--- config.mk ---
export PLATFORM = sky130hd
export DESIGN_NAME = traffic_phase_ctrl
export DESIGN_NICKNAME = d
export VERILOG_FILES = /design/src/rtl/traffic_phase_ctrl.sv
export SDC_FILE = /design/constraint.sdc
export NUM_CORES = 1
export LEC_CHECK = 0
export BUFFER_PORTS_ARGS = -buffer_cell sky130_fd_sc_hd__buf_4
export CAP_MARGIN = 40
export CORE_MARGIN = 4
export CORE_UTILIZATION = 30
export DETAILED_ROUTE_END_ITERATION = 6
export MAX_ROUTING_LAYER = met4
export SETUP_SLACK_MARGIN = 0.1
export SLEW_MARGIN = 20
export SYNTH_ARGS = -nofsm -noshare
export SYNTH_HDL_FRONTEND = slang
export SYNTH_SLANG_ARGS = --single-unit
--- constraint.sdc ---
create_clock -name clk_500 -period 2.9 [get_ports clk_500]
set_clock_uncertainty 0.05 [all_clocks]
set_input_delay 0.29 -clock clk_500 [delete_from_list [all_inputs] [get_ports clk_500]]
set_output_delay 0.29 -clock clk_500 [all_outputs]
set_load 0.02 [all_outputs]
--- src/rtl/traffic_phase_ctrl.sv ---
// Four-phase two-road traffic light sequencer with 1 s tick and BCD countdown digits.
// Optional night flashing mode guarded by TRAFFIC_NIGHT_FLASH_EN (adds input night).
module traffic_phase_ctrl #(
  parameter int unsigned G_TIME   = 25,
  parameter int unsigned Y_TIME   = 3,
  parameter int unsigned TICK_DIV = 500
) (
  input  logic       clk_500,
  input  logic       rst_n,
  input  logic       en,
`ifdef TRAFFIC_NIGHT_FLASH_EN
  input  logic       night,
`endif
  output logic [1:0] phase,
  output logic [2:0] ns_light,
  output logic [2:0] ew_light,
  output logic [3:0] fir,
  output logic [3:0] sec,
  output logic [3:0] thi,
  output logic [3:0] fou
);

  localparam int unsigned TW = $clog2(TICK_DIV);
  localparam logic [TW-1:0] TICK_LAST = TW'(TICK_DIV - 1);
  localparam int unsigned GY_TIME = G_TIME + Y_TIME;
  localparam logic [7:0] G_BCD  = {4'(G_TIME / 10), 4'(G_TIME % 10)};
  localparam logic [7:0] Y_BCD  = {4'(Y_TIME / 10), 4'(Y_TIME % 10)};
  localparam logic [7:0] GY_BCD = {4'(GY_TIME / 10), 4'(GY_TIME % 10)};
  localparam logic [7:0] ONE_BCD = 8'h01;

  typedef enum logic [2:0] {
    ST_NS_G  = 3'd0,
    ST_NS_Y  = 3'd1,
    ST_EW_G  = 3'd2,
    ST_EW_Y  = 3'd3
`ifdef TRAFFIC_NIGHT_FLASH_EN
    ,ST_FLASH = 3'd4
`endif
  } state_t;

  state_t        state, state_nxt;
  logic [TW-1:0] tick_cnt, tick_cnt_nxt;
  logic [7:0]    ns_cnt, ns_cnt_nxt;
  logic [7:0]    ew_cnt, ew_cnt_nxt;
  logic [1:0]    phase_nxt;
  logic [2:0]    ns_light_nxt, ew_light_nxt;
  logic          tick;
  logic [7:0]    ns_dec, ew_dec;
`ifdef TRAFFIC_NIGHT_FLASH_EN
  logic          flash_on, flash_on_nxt;
`endif

  // Two-digit BCD decrement; callers never let a counter reach 00.
  function automatic logic [7:0] bcd_dec(input logic [7:0] v);
    if (v[3:0] == 4'd0) begin
      return {v[7:4] - 4'd1, 4'd9};
    end
    return {v[7:4], v[3:0] - 4'd1};
  endfunction

  assign ns_dec = bcd_dec(ns_cnt);
  assign ew_dec = bcd_dec(ew_cnt);
  assign tick   = en && (tick_cnt == TICK_LAST);

  always_comb begin
    state_nxt    = state;
    tick_cnt_nxt = tick_cnt;
    ns_cnt_nxt   = ns_cnt;
    ew_cnt_nxt   = ew_cnt;
    phase_nxt    = 2'd0;
    ns_light_nxt = 3'b001;
    ew_light_nxt = 3'b100;
`ifdef TRAFFIC_NIGHT_FLASH_EN
    flash_on_nxt = flash_on;
`endif

    if (en) begin
      tick_cnt_nxt = tick ? '0 : tick_cnt + TW'(1);
    end

    // Sequencing: the green/yellow road's counter governs the phase change.
    if (tick) begin
      case (state)
        ST_NS_G: begin
          ew_cnt_nxt = ew_dec;
          if (ns_cnt == ONE_BCD) begin
            state_nxt  = ST_NS_Y;
            ns_cnt_nxt = Y_BCD;
          end else begin
            ns_cnt_nxt = ns_dec;
          end
        end
        ST_NS_Y: begin
          if (ns_cnt == ONE_BCD) begin
            state_nxt  = ST_EW_G;
            ns_cnt_nxt = GY_BCD;
            ew_cnt_nxt = G_BCD;
          end else begin
            ns_cnt_nxt = ns_dec;
            ew_cnt_nxt = ew_dec;
          end
        end
        ST_EW_G: begin
          ns_cnt_nxt = ns_dec;
          if (ew_cnt == ONE_BCD) begin
            state_nxt  = ST_EW_Y;
            ew_cnt_nxt = Y_BCD;
          end else begin
            ew_cnt_nxt = ew_dec;
          end
        end
        ST_EW_Y: begin
          if (ew_cnt == ONE_BCD) begin
            state_nxt  = ST_NS_G;
            ns_cnt_nxt = G_BCD;
            ew_cnt_nxt = GY_BCD;
          end else begin
            ns_cnt_nxt = ns_dec;
            ew_cnt_nxt = ew_dec;
          end
        end
`ifdef TRAFFIC_NIGHT_FLASH_EN
        ST_FLASH: begin
          if (!night) begin
            state_nxt    = ST_NS_G;
            ns_cnt_nxt   = G_BCD;
            ew_cnt_nxt   = GY_BCD;
            flash_on_nxt = 1'b0;
          end else begin
            flash_on_nxt = ~flash_on;
          end
        end
`endif
        default: begin
          state_nxt  = ST_NS_G;
          ns_cnt_nxt = G_BCD;
          ew_cnt_nxt = GY_BCD;
        end
      endcase
    end

`ifdef TRAFFIC_NIGHT_FLASH_EN
    // Night request restarts the 1 s timebase so the first flash lasts a full second.
    if (en && night && (state != ST_FLASH)) begin
      state_nxt    = ST_FLASH;
      tick_cnt_nxt = '0;
      ns_cnt_nxt   = 8'hFF;
      ew_cnt_nxt   = 8'hFF;
      flash_on_nxt = 1'b1;
    end
`endif

    case (state_nxt)
      ST_NS_G: begin phase_nxt = 2'd0; ns_light_nxt = 3'b001; ew_light_nxt = 3'b100; end
      ST_NS_Y: begin phase_nxt = 2'd1; ns_light_nxt = 3'b010; ew_light_nxt = 3'b100; end
      ST_EW_G: begin phase_nxt = 2'd2; ns_light_nxt = 3'b100; ew_light_nxt = 3'b001; end
      ST_EW_Y: begin phase_nxt = 2'd3; ns_light_nxt = 3'b100; ew_light_nxt = 3'b010; end
`ifdef TRAFFIC_NIGHT_FLASH_EN
      ST_FLASH: begin
        phase_nxt    = 2'd0;
        ns_light_nxt = flash_on_nxt ? 3'b010 : 3'b000;
        ew_light_nxt = flash_on_nxt ? 3'b010 : 3'b000;
      end
`endif
      default: begin phase_nxt = 2'd0; ns_light_nxt = 3'b001; ew_light_nxt = 3'b100; end
    endcase
  end

  always_ff @(posedge clk_500) begin
    if (!rst_n) begin
      state    <= ST_NS_G;
      tick_cnt <= '0;
      ns_cnt   <= G_BCD;
      ew_cnt   <= GY_BCD;
      phase    <= 2'd0;
      ns_light <= 3'b001;
      ew_light <= 3'b100;
`ifdef TRAFFIC_NIGHT_FLASH_EN
      flash_on <= 1'b0;
`endif
    end else begin
      state    <= state_nxt;
      tick_cnt <= tick_cnt_nxt;
      ns_cnt   <= ns_cnt_nxt;
      ew_cnt   <= ew_cnt_nxt;
      phase    <= phase_nxt;
      ns_light <= ns_light_nxt;
      ew_light <= ew_light_nxt;
`ifdef TRAFFIC_NIGHT_FLASH_EN
      flash_on <= flash_on_nxt;
`endif
    end
  end

  assign fir = ns_cnt[7:4];
  assign sec = ns_cnt[3:0];
  assign thi = ew_cnt[7:4];
  assign fou = ew_cnt[3:0];

endmodule

==> flow_metrics.py <==
metrics = {
    "run_status": {
        "status": "finished clean",
    },
    "die": {
        "die_x_um": 88.8,
        "die_y_um": 88.8,
        "rows": 29,
        "ios": 27,
        "core_region_area_mm2": 0.00635,
        "initial_utilization": 0.309,
        "dieArea_mm2": 0.00789,
    },
    "pwr": {
        "switching_share": 0.221,
        "seqPwrFrac": 0.509,
        "p_int_mw": 0.752,
        "vdd_drop_max_mv": 0.177,
        "p_leak_nw": 0.880,
        "clkPwrFrac": 0.461,
        "power_density_mw_per_mm2": 412,
        "pwr-share-comb": 0.030,
        "p_sw_mw": 0.213,
    },
    "global_routing": {
        "antenna_found_initial": 0,
        "track_usage": 0.132,
        "grt_max_degree": 19,
        "first_global_vias": 1668,
        "grt_pass1_wl_um": 7930,
        "grt_overflow": 0,
    },
    "routing": {
        "routed_wirelength_um": 4670,
        "dr.pass1.iters": 4,
        "wire_per_inst_um": 13.4,
        "initialDrtViolationCount": 91,
        "drcViolationCount": 0,
        "dr_total_vias": 1752,
        "detail-route-antenna-nets": 0,
        "vias_per_cell": 5.03,
    },
    "final_layout": {
        "final_common_cell": "dfxtp_1",
        "final_cell_mix": "dfxtp_1, buf_4, nor2_1, nand2_1, o21ai_0",
        "layoutNonFillerInstCount": 348,
        "antenna_cells": 0,
        "nets": 284,
        "design_area_mm2": 0.00234,
        "drive_above_1_share": 0.173,
        "area_growth_pct": 19.6,
    },
    "clock_tree": {
        "cts_tree": "built",
        "clk_pin_slew_ns": 0.08,
        "clkLatencyLatePin_ns": 0.29,
        "htreeDepth": 2,
        "ctsHoldBuffers": 0,
        "postCtsResizedCells": 0,
        "post_cts_buffers": 0,
        "root_buffer": "clkbuf_8",
        "clockBufferDepth": 2,
        "clock-sinks": 35,
        "cts_buffers": 5,
    },
    "synth": {
        "syn_nets": 258,
        "yosys.area_share.simple": 0.292,
        "synth_top_family_by_area": "simple AND/OR/NAND/NOR gates",
        "synthCells": 244,
        "synth.distinct_cells": 53,
        "synth_adder_area_share": 0.0702,
        "ys_ff_latch": 35,
        "yosysWarningCount": 0,
        "synth_compound_area_frac": 0.188,
        "muxShareOfSynthArea": 0.0109,
        "avgSynthCellArea_um2": 8.03,
        "synth-xor-area-share": 0.0268,
        "syn_area_mm2": 0.00196,
        "synth_ff_type": "dfxtp_1",
        "synth_enable_flop_cells": 0,
        "ys_seq_area_frac": 0.358,
        "async_flop_share": 0,
    },
    "sta": {
        "max_freq_mhz": 450,
        "setup_viol": 0,
        "tns_ns": 0,
        "report.final.hold_viol_count": 0,
        "drv_slew": 0,
        "relSlewSlack": 0.549,
        "fin_crit_sh": 0.766,
        "worst_slew_pin_slew_ns": 0.671,
        "period_needed_ns": 2.22,
        "rsz0062_at_grt": "false",
    },
    "placed_design": {
        "place.gp.congestion": 0.842,
        "dp_cells": 340,
        "numPortBuffers": 26,
        "place_hpwl_um": 3440,
        "placed_area_mm2": 0.00223,
    },
    "setup_path": {
        "crit_path_start_kind": "flip-flop",
        "endpoint_kind": "flip-flop",
        "r2r_end": "ns_light[0]",
        "critPathLaunch": "ew_cnt[2]",
        "crit_required_ns": 3.04,
        "cp.arrival_ns": 2.36,
        "worstRegToRegCells": 5,
        "reg2reg_from": "ew_cnt[2]",
        "endpoint": "ns_light[0]",
        "crit_type": "flip-flop to flip-flop",
        "cp_max_fo": 8,
        "reg2reg_slack_ns": 0.68,
    },
    "run": {
        "max_cap_violations": 0,
    },
    "hold_path": {
        "hold_class": "input port to flip-flop",
    },
}
==> worst min-delay path by stage <==
stage | from | to | cells after the start
floorplan | en | tick_cnt[1] | 2
detailed placement | tick_cnt[1] | tick_cnt[1] | 2
CTS | rst_n | ew_cnt[5] | 2
global placement | tick_cnt[1] | tick_cnt[1] | 2
global route | rst_n | ew_cnt[5] | 2
finish | rst_n | ew_cnt[5] | 2
==> routing by layer <==
metal	GRT usage	routed length, um
met1	0.177	2340
met2	0.198	2050
met3	0.0289	208
met4	0.0371	65
met5	-	0
==> Yosys cell counts (2+ instances only) <==
cell,instances,area share
nor4_1,3,0.0096
nand2b_1,3,0.0096
buf_4,2,0.0077
a211oi_1,3,0.011
a21oi_1,12,0.031
nor3_1,10,0.026
nand3_1,9,0.023
nand2_1,22,0.042
a31oi_1,6,0.019
nand3b_1,2,0.0077
clkbuf_1,8,0.015
nand4bb_1,2,0.011
o31a_1,2,0.0089
o211ai_1,2,0.0077
ha_1,11,0.070
nor3b_1,3,0.011
a21boi_0,3,0.011
o21ai_0,16,0.041
or4_1,2,0.0077
o22a_1,2,0.0089
and2_1,4,0.013
and3_1,3,0.0096
xor2_1,4,0.018
nor2_1,27,0.052
inv_1,14,0.027
or3_1,5,0.016
dfxtp_1,35,0.36
xnor2_1,2,0.0089
nand4_1,3,0.0096
==> through the flow <==
stage / power [mW] / worst slack [ns] / util / hold WS, ns
5_1_grt: 1.01 / 0.461 / 0.369 / 0.224
3_5_place_dp: 0.532 / 0.711 / 0.351 / 0.435
2_1_floorplan: 0.519 / 0.849 / - / 0.392
4_1_cts: 0.983 / 0.690 / 0.369 / 0.195
3_3_place_gp: 0.531 / 0.772 / 0.351 / 0.430
6_report: 0.965 / 0.679 / 0.369 / 0.201
==> critical path: stages, from the launching register on <==
cell     delay, ns
dfxtp_1       0.38
or4_4         0.58
nor2_1        0.35
o21ai_0       0.21
xor2_1        0.24
o31a_1        0.31
==> layout make-up <==
type / count / area (um^2)
fill: 652 / 4010
multi-input combinational: 183 / 1150
sequential: 35 / 701
timing repair buffer: 30 / 225
tap: 77 / 96.3
clock buffer: 5 / 68.8
inverter: 15 / 56.3
clock inverter: 3 / 43.8
==> flip-flops by register name, summed over array words and instances, names as in the netlist <==
signal	count
ew_cnt	8
ns_light	2
tick_cnt	9
state	3
phase	2
ew_light	3
ns_cnt	8
==> logic make-up (layout without fill, tap and decap cells) <==
family | after synthesis | in the layout
xor+xnor | 6 | 6
compound gates | 57 | 57
mux | 2 | 2
flops | 35 | 35
fa+ha+maj | 11 | 11
simple gates | 107 | 107
buf+inv | 26 | 53
==> power groups by stage <==
stage | Combinational (mW) | Sequential, mW | Clock [mW]
floorplan | 0.0149 | 0.504 | 0
global placement | 0.0285 | 0.502 | 0
detailed placement | 0.0296 | 0.502 | 0
CTS | 0.0295 | 0.491 | 0.463
global route | 0.0321 | 0.492 | 0.485
finish | 0.0289 | 0.491 | 0.445
Power figures use the tool's default switching activity.
